### src/rtl/uart_program_loader.sv
// uart_program_loader: boot loader between the host UART and the core memories.
// Receives 8N1 bytes, packs them big-endian into 32-bit words, and writes data words
// to data memory until the 0xFFFFFFFF delimiter. After that, it writes words to
// instruction memory. A START_EXEC rising edge on a word boundary releases the core.
// Bytes received after that are forwarded as runtime input.
//
// Ports:
//   CLK, RST_N         clock, async active-low reset
//   UART_RX            serial input (idle high, LSB first)
//   START_EXEC         level request to start execution (rising edge used)
//   INST_WE/ADDR/DATA  instruction memory write port
//   DATA_WE/ADDR/DATA  data memory write port
//   CPU_START          one-cycle core release pulse
//   LOAD_DONE          high from CPU_START onward
//   RX_BYTE/RX_VALID   runtime byte stream (run mode only)
//   LOAD_ERR           sticky error flag
module uart_program_loader #(
    parameter int unsigned T       = 130,
    parameter int unsigned IADDR_W = 14,
    parameter int unsigned DADDR_W = 14
) (
    input  logic               CLK,
    input  logic               RST_N,
    input  logic               UART_RX,
    input  logic               START_EXEC,
    output logic               INST_WE,
    output logic [IADDR_W-1:0] INST_ADDR,
    output logic [31:0]        INST_DATA,
    output logic               DATA_WE,
    output logic [DADDR_W-1:0] DATA_ADDR,
    output logic [31:0]        DATA_DATA,
    output logic               CPU_START,
    output logic               LOAD_DONE,
    output logic [7:0]         RX_BYTE,
    output logic               RX_VALID,
    output logic               LOAD_ERR
);

    localparam int unsigned CntW = $clog2(T + 1);
    localparam logic [CntW-1:0] HalfT = CntW'(T / 2);
    localparam logic [CntW-1:0] LastT = CntW'(T - 1);

    typedef enum logic [1:0] {RxIdle, RxStart, RxBits, RxStop} rx_state_e;
    typedef enum logic [1:0] {SData, SInst, SRun} ld_state_e;

    // ---------------- receiver ----------------
    logic            sync1_q, rx_s_q, rx_prev_q;
    rx_state_e       rx_state_q, rx_state_d;
    logic [CntW-1:0] cnt_q, cnt_d;
    logic [2:0]      bit_q, bit_d;
    logic [7:0]      shift_q, shift_d;
    logic            wait_high_q, wait_high_d;
    logic            byte_valid, frame_err;

    always_comb begin
        rx_state_d  = rx_state_q;
        cnt_d       = cnt_q + CntW'(1);
        bit_d       = bit_q;
        shift_d     = shift_q;
        wait_high_d = wait_high_q;
        byte_valid  = 1'b0;
        frame_err   = 1'b0;
        unique case (rx_state_q)
            RxIdle: begin
                cnt_d = '0;
                // After a framing error the line must go high before a new start counts.
                if (wait_high_q) begin
                    if (rx_s_q) wait_high_d = 1'b0;
                end else if (rx_prev_q && !rx_s_q) begin
                    rx_state_d = RxStart;
                end
            end
            RxStart: begin
                if (cnt_q == HalfT) begin
                    cnt_d      = '0;
                    bit_d      = '0;
                    rx_state_d = rx_s_q ? RxIdle : RxBits;
                end
            end
            RxBits: begin
                if (cnt_q == LastT) begin
                    cnt_d   = '0;
                    shift_d = {rx_s_q, shift_q[7:1]};
                    bit_d   = bit_q + 3'd1;
                    if (bit_q == 3'd7) rx_state_d = RxStop;
                end
            end
            RxStop: begin
                if (cnt_q == LastT) begin
                    cnt_d      = '0;
                    rx_state_d = RxIdle;
                    if (rx_s_q) begin
                        byte_valid = 1'b1;
                    end else begin
                        frame_err   = 1'b1;
                        wait_high_d = 1'b1;
                    end
                end
            end
            default: rx_state_d = RxIdle;
        endcase
    end

    always_ff @(posedge CLK or negedge RST_N) begin
        if (!RST_N) begin
            sync1_q     <= 1'b1;
            rx_s_q      <= 1'b1;
            rx_prev_q   <= 1'b1;
            rx_state_q  <= RxIdle;
            cnt_q       <= '0;
            bit_q       <= '0;
            shift_q     <= '0;
            wait_high_q <= 1'b0;
        end else begin
            sync1_q     <= UART_RX;
            rx_s_q      <= sync1_q;
            rx_prev_q   <= rx_s_q;
            rx_state_q  <= rx_state_d;
            cnt_q       <= cnt_d;
            bit_q       <= bit_d;
            shift_q     <= shift_d;
            wait_high_q <= wait_high_d;
        end
    end

    // ---------------- word assembler and loader ----------------
    ld_state_e          ld_state_q, ld_state_d;
    logic [1:0]         idx_q, idx_d;
    logic [31:0]        word_q, word_d;
    logic               word_valid_q, word_valid_d;
    logic [DADDR_W-1:0] dcnt_q, dcnt_d;
    logic [IADDR_W-1:0] icnt_q, icnt_d;
    logic               dfull_q, dfull_d, ifull_q, ifull_d;
    logic               start_prev_q, start_pend_q, start_pend_d;
    logic               err_q, err_d, done_q, done_d;
    logic               data_we_d, inst_we_d, cpu_start_d, rx_valid_d;
    logic [DADDR_W-1:0] data_addr_d;
    logic [IADDR_W-1:0] inst_addr_d;
    logic [31:0]        data_data_d, inst_data_d;
    logic [7:0]         rx_byte_d;
    logic               start_req;

    assign start_req = (START_EXEC && !start_prev_q) || start_pend_q;

    always_comb begin
        ld_state_d   = ld_state_q;
        idx_d        = idx_q;
        word_d       = word_q;
        word_valid_d = 1'b0;
        dcnt_d       = dcnt_q;
        icnt_d       = icnt_q;
        dfull_d      = dfull_q;
        ifull_d      = ifull_q;
        start_pend_d = 1'b0;
        err_d        = err_q | frame_err;
        done_d       = done_q;
        data_we_d    = 1'b0;
        inst_we_d    = 1'b0;
        cpu_start_d  = 1'b0;
        rx_valid_d   = 1'b0;
        data_addr_d  = DATA_ADDR;
        data_data_d  = DATA_DATA;
        inst_addr_d  = INST_ADDR;
        inst_data_d  = INST_DATA;
        rx_byte_d    = RX_BYTE;

        if (byte_valid) begin
            if (ld_state_q == SRun) begin
                rx_valid_d = 1'b1;
                rx_byte_d  = shift_q;
            end else begin
                word_d = {word_q[23:0], shift_q};
                idx_d  = idx_q + 2'd1;
                if (idx_q == 2'd3) word_valid_d = 1'b1;
            end
        end

        // Full flags mark that the top address was written; counters never wrap.
        if (word_valid_q) begin
            if (ld_state_q == SData) begin
                if (word_q == 32'hFFFF_FFFF) begin
                    ld_state_d = SInst;
                end else if (dfull_q) begin
                    err_d = 1'b1;
                end else begin
                    data_we_d   = 1'b1;
                    data_addr_d = dcnt_q;
                    data_data_d = word_q;
                    if (dcnt_q == '1) dfull_d = 1'b1;
                    else              dcnt_d  = dcnt_q + DADDR_W'(1);
                end
            end else if (ld_state_q == SInst) begin
                if (ifull_q) begin
                    err_d = 1'b1;
                end else begin
                    inst_we_d   = 1'b1;
                    inst_addr_d = icnt_q;
                    inst_data_d = word_q;
                    if (icnt_q == '1) ifull_d = 1'b1;
                    else              icnt_d  = icnt_q + IADDR_W'(1);
                end
            end
        end

        // A start edge that collides with a pending write is retried next cycle.
        if (start_req && START_EXEC && ld_state_q != SRun) begin
            if (word_valid_q) begin
                start_pend_d = 1'b1;
            end else if (ld_state_q == SInst && idx_q == 2'd0) begin
                ld_state_d  = SRun;
                cpu_start_d = 1'b1;
                done_d      = 1'b1;
            end else begin
                err_d = 1'b1;
            end
        end
    end

    always_ff @(posedge CLK or negedge RST_N) begin
        if (!RST_N) begin
            ld_state_q   <= SData;
            idx_q        <= '0;
            word_q       <= '0;
            word_valid_q <= 1'b0;
            dcnt_q       <= '0;
            icnt_q       <= '0;
            dfull_q      <= 1'b0;
            ifull_q      <= 1'b0;
            start_prev_q <= 1'b0;
            start_pend_q <= 1'b0;
            err_q        <= 1'b0;
            done_q       <= 1'b0;
            DATA_WE      <= 1'b0;
            DATA_ADDR    <= '0;
            DATA_DATA    <= '0;
            INST_WE      <= 1'b0;
            INST_ADDR    <= '0;
            INST_DATA    <= '0;
            CPU_START    <= 1'b0;
            RX_VALID     <= 1'b0;
            RX_BYTE      <= '0;
        end else begin
            ld_state_q   <= ld_state_d;
            idx_q        <= idx_d;
            word_q       <= word_d;
            word_valid_q <= word_valid_d;
            dcnt_q       <= dcnt_d;
            icnt_q       <= icnt_d;
            dfull_q      <= dfull_d;
            ifull_q      <= ifull_d;
            start_prev_q <= START_EXEC;
            start_pend_q <= start_pend_d;
            err_q        <= err_d;
            done_q       <= done_d;
            DATA_WE      <= data_we_d;
            DATA_ADDR    <= data_addr_d;
            DATA_DATA    <= data_data_d;
            INST_WE      <= inst_we_d;
            INST_ADDR    <= inst_addr_d;
            INST_DATA    <= inst_data_d;
            CPU_START    <= cpu_start_d;
            RX_VALID     <= rx_valid_d;
            RX_BYTE      <= rx_byte_d;
        end
    end

    assign LOAD_ERR  = err_q;
    assign LOAD_DONE = done_q;

endmodule

### config.mk
export PLATFORM = sky130hd
export DESIGN_NAME = uart_program_loader
export DESIGN_NICKNAME = d
export VERILOG_FILES = /design/src/rtl/uart_program_loader.sv
export SDC_FILE = /design/constraint.sdc
export NUM_CORES = 1
export LEC_CHECK = 0
export ABC_AREA = 1
export CORE_ASPECT_RATIO = 0.6
export CORE_UTILIZATION = 35
export CTS_CLUSTER_SIZE = 16
export DETAILED_ROUTE_END_ITERATION = 12
export PLACE_DENSITY = 0.66
export SKIP_LAST_GASP = 1
export SLEW_MARGIN = 20
export SYNTH_ARGS = -nofsm -noshare
export SYNTH_HDL_FRONTEND = slang
export SYNTH_SLANG_ARGS = --single-unit
### constraint.sdc
create_clock -name CLK -period 2.33 [get_ports CLK]
set_clock_uncertainty 0.15 [all_clocks]
set_input_delay 0.5825 -clock CLK [delete_from_list [all_inputs] [get_ports CLK]]
set_output_delay 0.5825 -clock CLK [all_outputs]
set_load 0.01 [all_outputs]
==> results of run 1 <==
## cell families after synthesis
logic type / after synthesis
buf+inv: 119
flops: 200
fa+ha+maj: 8
simple gates: 425
compound gates: 141
xor+xnor: 25
## sequential cells by signal, indices dropped and copies added (netlist names), 2 cells and up, named ones only
name	flops
DATA_DATA	32
INST_DATA	32
word_q	32
DATA_ADDR	14
INST_ADDR	14
dcnt_q	14
icnt_q	14
RX_BYTE	8
cnt_q	8
shift_q	8
bit_q	3
idx_q	2
ld_state_q	2
## report_power, final
part	leakage, nW	switching [mW]	total (mW)	internal [mW]
registers	2.76	0.0752	3.61	3.53
logic	1.54	0.342	0.502	0.160
clock network	0.288	1.36	2.99	1.63
## per-stage QoR
step | setup WS, ps | hold WS [ps]
floorplan | 476 | 137
global placement | 283 | 196
detailed placement | 212 | 197
CTS | 175 | 207
global route | 16.4 | 208
finish | 187 | 206
## final timing paths
kind	from	to	slack, ps	cells past startpoint
setup reg to reg	cnt_q[1]	idx_q[0]	200	8
max in group asynchronous	RST_N	rx_prev_q	870	3
setup / recovery	INST_DATA[30]	INST_DATA[30]	190	1
hold / removal	sync1_q	rx_s_q	210	0
hold reg to reg	sync1_q	rx_s_q	210	0
min in group asynchronous	RST_N	INST_DATA[7]	520	2
## area by class of cell
type	count	area (um2)	area share, %
clock buffers	19	443	4.26
clock inverters	12	140	1.35
inverters	86	323	3.10
multi-input cells	599	2810	27.0
flip-flops and latches	200	5010	48.1
well taps	315	394	3.79
repair buffers	125	1280	12.3
## cell usage after synthesis, drive strengths merged
| master | count | area (um2) |
|---|---|---|
| a21oi | 5 | 25.0 |
| buf | 24 | 144 |
| clkbuf | 9 | 33.8 |
| dfrtp | 197 | 4930 |
| dfstp | 3 | 78.8 |
| ha | 8 | 100 |
| inv | 86 | 323 |
| nand2 | 320 | 1210 |
| nand3 | 32 | 170 |
| nand3b | 2 | 15.0 |
| nand4 | 7 | 58.8 |
| nor2 | 45 | 181 |
| nor3 | 15 | 91.3 |
| nor3b | 1 | 18.8 |
| nor4 | 1 | 12.5 |
| o21ai | 135 | 691 |
| o21bai | 1 | 7.51 |
| or2 | 2 | 12.5 |
| xnor2 | 5 | 43.8 |
| xor2 | 20 | 175 |
## routing by layer
layer  share of wire, %  GRT usage, %  wire length [um]  vias to the layer above
met4               0.84          4.48               161                        0
li1                   -             -                 -                     3112
met3                4.3          3.54               821                       15
met1                 55          26.3             10700                     2932
met2                 40          22.4              7620                      111
met5                  0             0                 0                        -
## cells in the final DEF, fill, tap and decap left out, types with 2 or more instances in the layout
cell / n
o21ai_1: 16
a21oi_1: 5
bufinv_16: 2
inv_8: 2
nor2_1: 42
buf_4: 9
buf_12: 5
clkbuf_16: 17
nand3_2: 2
inv_1: 81
nand3b_1: 2
or2_2: 2
nand2_2: 3
inv_2: 5
nand4_1: 6
nor2_2: 2
o21ai_0: 115
dfrtp_1: 197
xnor2_1: 5
nand3_1: 30
xor2_1: 20
ha_1: 8
clkdlybuf4s50_1: 108
o21ai_2: 4
nor3_1: 13
clkbuf_8: 2
clkinv_2: 3
nand2_1: 317
dfstp_2: 3
inv_6: 4
## timing repair
action | in CTS | in global routing
endpoints found under the setup margin | 0 | 27
hold buffers | 1 | 0
buffers inserted | 0 | 0
hold endpoints to repair | 46 | 0
resized for setup | 0 | 1
==> results.ini, run 1 <==
[global_route]
track_usage_pct=16.7
antenna_found_initial=0
grt_pass1_wl_mm=31.9
grt_max_degree=70
grt_pass1_vias=5923
overflow=0

[yosys]
ys_seq_elements=200
synth_top_family_by_area=simple AND/OR/NAND/NOR gates
synth_cell_types=32
synthAdderAreaFrac_pct=1.20
syn-cell-area_mm2=0.00832
synthSimpleGateAreaFrac_pct=21.3
syn-num-nets=930
syn_area_per_cell_um2=9.06
synthCells=918
synth-seq-area-share_pct=60.2
synth-warning-count=0
synth_mux_area_share_pct=0
yosys.area_share.xor_xnor_pct=2.63
synth_compound_area_share_pct=8.69

[drt]
first_iter_violations=298
drc=0
drt-pass1-iter-count=5
routed_via_density=4.55
via_count=6170
detail-route-antenna-nets=0
routed_wl_mm=19.3
post_drt_wl_per_cell_um=14.2

[finish]
stdcell_area_mm2=0.0104
utilization_pct=44.9
fin_cells=1356
drive_above_1_share_pct=7.01
area_growth_pct=25.0
n_fill_cell=2231
antennaDiodeCount=0
nNetsFinal=1041

[setup_path]
crit_buf_inv=1
crit_type=reg -> out
required_ps=1600
critPathMaxStageDelay_ps=560
crit_arrival_ps=1410
critical_path.cell_chain=clkdlybuf4s50_1
critPathCaptureType=primary output
cp_max_fo=2
critPathTopFamily=buffers and inverters
slowest_stage=clkdlybuf4s50_1
start_kind=flip-flop

[clock_tree]
worstSkewPairLatency_ps=440
cts_buffers=17
cts_tree=done
cts_root_buf=clkbuf_16
h-tree-depth=4
path_clk_slew_ps=70
cts_max_path_buffers=2
numClockSinks=200

[placed_design]
hpwl_mm=13.6
post-place-cells=1324
port_buffers=109
postPlaceCellArea_mm2=0.00981
place_congestion=0.855

[power_and_ir_drop]
vdd_drop_max_mv=0.504
p_total_mw=7.10
power_leakage_nw=4.59
power.density_mw_per_mm2=683

[min_path]
hold_path.class=reg -> reg

[sta]
finalSetupViolations=0
relSlewSlack_pct=56.6
fmax_mhz=467
hold_viol=0
worst_pin_slew_ps=651
fin_crit_sh_pct=92.0
final_max_slew_viol_count=0
finalSetupTns_ps=0
min_period_ps=2140
rsz0062_at_grt=false

[die]
die_y_um=121
io_pins=110
core_mm2=0.0232
die-area_mm2=0.0244
die_x_um=201
start_util_pct=35.9
rows=43

[job]
max-cap-violations=0

[status]
outcome=finished clean

No activity file was read; power rests on OpenSTA's default activity.
==> run 2, diff against run 1 <==
--- a/config.mk
+++ b/config.mk
@@ -6,7 +6,6 @@
 export NUM_CORES = 1
 export LEC_CHECK = 0
 export ABC_AREA = 1
-export CORE_ASPECT_RATIO = 0.6
 export CORE_UTILIZATION = 35
 export CTS_CLUSTER_SIZE = 16
 export DETAILED_ROUTE_END_ITERATION = 12
==> run 2 against run 1 <==
  * Global-route usage decreased by 1.0 points
  * Largest cell class unchanged
  * Cell area is 0.48% lower
  * Clock power fell by 6%
  * Critical path type is now reg -> reg
  * First-iteration DRC count is 1.0% higher
  * Worst setup slack improved by 25 ps
  * Register-to-register slack barely moved
==> results.ini, run 2 (same netlist as run 1, synthesis figures left out) <==
[min_path]
hold_path.class=reg -> reg

[drt]
via_count=6131
first_iter_violations=301
routed_via_density=4.51
routed_wl_mm=17.8
drt-pass1-iter-count=4
drc=0
detail-route-antenna-nets=0
post_drt_wl_per_cell_um=13.1

[clock_tree]
cts_buffers=17
path_clk_slew_ps=70
cts_setup_buffers=0
cts_tree=done
h-tree-depth=4
cts_resized=0
cts_hold_buf=1
worstSkewPairLatency_ps=430
cts_root_buf=clkbuf_16
numClockSinks=200
cts_max_path_buffers=2

[setup_path]
crit_arrival_ps=2250
crit_start=cnt_q[1]
crit_end=word_q[17]
required_ps=2460
reg2reg_slack_ps=210
timing.rr.end=word_q[17]
r2r_cells=9
start_kind=flip-flop
crit_type=reg -> reg
worst_r2r_startpoint=cnt_q[1]
critPathCaptureType=flip-flop
cp_max_fo=68

[die]
die_x_um=156
rows=56
die_y_um=156
io_pins=110
core_mm2=0.0234
die-area_mm2=0.0244
start_util_pct=35.6

[finish]
fin_cells=1359
antennaDiodeCount=0
final_common_cell=nand2_1
multiInputGateArea_mm2=0.00281
final_cell_mix=nand2_1, dfrtp_1, o21ai_0, clkdlybuf4s50_1, inv_1
nNetsFinal=1039
top_regs=DATA_DATA: 32 flops, INST_DATA: 32 flops, word_q: 32 flops
area_growth_pct=24.4
n_fill_cell=2304
drive_above_1_share_pct=7.02
seqCellArea_mm2=0.00501

[sta]
worst_pin_slew_ps=644
final_max_slew_viol_count=0
hold_viol=0
rsz0062_at_grt=false
setup_slack_ps=212
min_period_ps=2120
finalSetupViolations=0
fin_crit_sh_pct=90.9
hold-worst-slack_ps=207
finalSetupTns_ps=0
fmax_mhz=472
relSlewSlack_pct=57.1

[global_route]
grt_max_degree=69
overflow=0
antenna_found_initial=0
grt_pass1_vias=5831
grt_pass1_wl_mm=30.0
track_usage_pct=15.6

[power_and_ir_drop]
power_leakage_nw=4.55
power.density_mw_per_mm2=663
p_total_mw=6.86
vdd_drop_max_mv=0.398

[placed_design]
port_buffers=109
hpwl_mm=12.6
place_ws_ps=220
place_congestion=0.825
post-place-cells=1326

[job]
max-cap-violations=0

[status]
outcome=finished clean

[run 2: cell count changes in the layout (fill, tap and decap cells not counted), sizes merged]
cell	before	now
clkinv	3	6
inv	92	89
buf	15	13
bufinv	2	0
clkinvlp	1	3
clkbuf	20	21
[run 2: final cells by class]
type	count	share of cell area (%)
sequential	200	48.4
tap	319	3.85
multi-input combinational	599	27.2
inverter	86	3.12
timing repair buffer	123	12.1
clock buffer	20	4.51
clock inverter	12	0.894
[run 2: worst max-delay path, cell delays in order (launching register included)]
cell     delay, ps
dfrtp_1        410
inv_1           70
ha_1           150
nand2_2         70
nor2_4         100
nor3b_4        340
nand3_2         90
buf_4          330
nand2_1        150
o21ai_0         90
[run 2: worst min path at each step]
stage / slack (ps) / cells after the start / end / start
2_1_floorplan: 140 / 0 / CPU_START / RST_N
3_3_place_gp: 200 / 0 / rx_s_q / sync1_q
3_5_place_dp: 200 / 0 / rx_s_q / sync1_q
4_1_cts: 210 / 0 / rx_s_q / sync1_q
5_1_grt: 220 / 0 / rx_s_q / sync1_q
6_report: 210 / 0 / rx_s_q / sync1_q
[run 2: metrics by stage]
stage,cell area [um2],utilization (%)
2_1_floorplan,8320,-
3_3_place_gp,9780,41.8
3_5_place_dp,9780,41.8
4_1_cts,10400,44.2
5_1_grt,10400,44.2
6_report,10400,44.2
[run 2: layer usage]
layer  track usage, %  vias up  part of all wire, %  routed length, um
met5                0        -                    0                  0
met4             4.76        0                  1.2                208
met3             2.81       17                  3.5                621
met2             24.4      108                   46               8180
met1             22.1     2884                   49               8810
li1                 -     3122                    -                  -
[run 2: power breakdown]
part / switching, mW / internal, mW
Combinational: 0.290 / 0.147
Sequential: 0.0901 / 3.53
Clock: 1.34 / 1.47
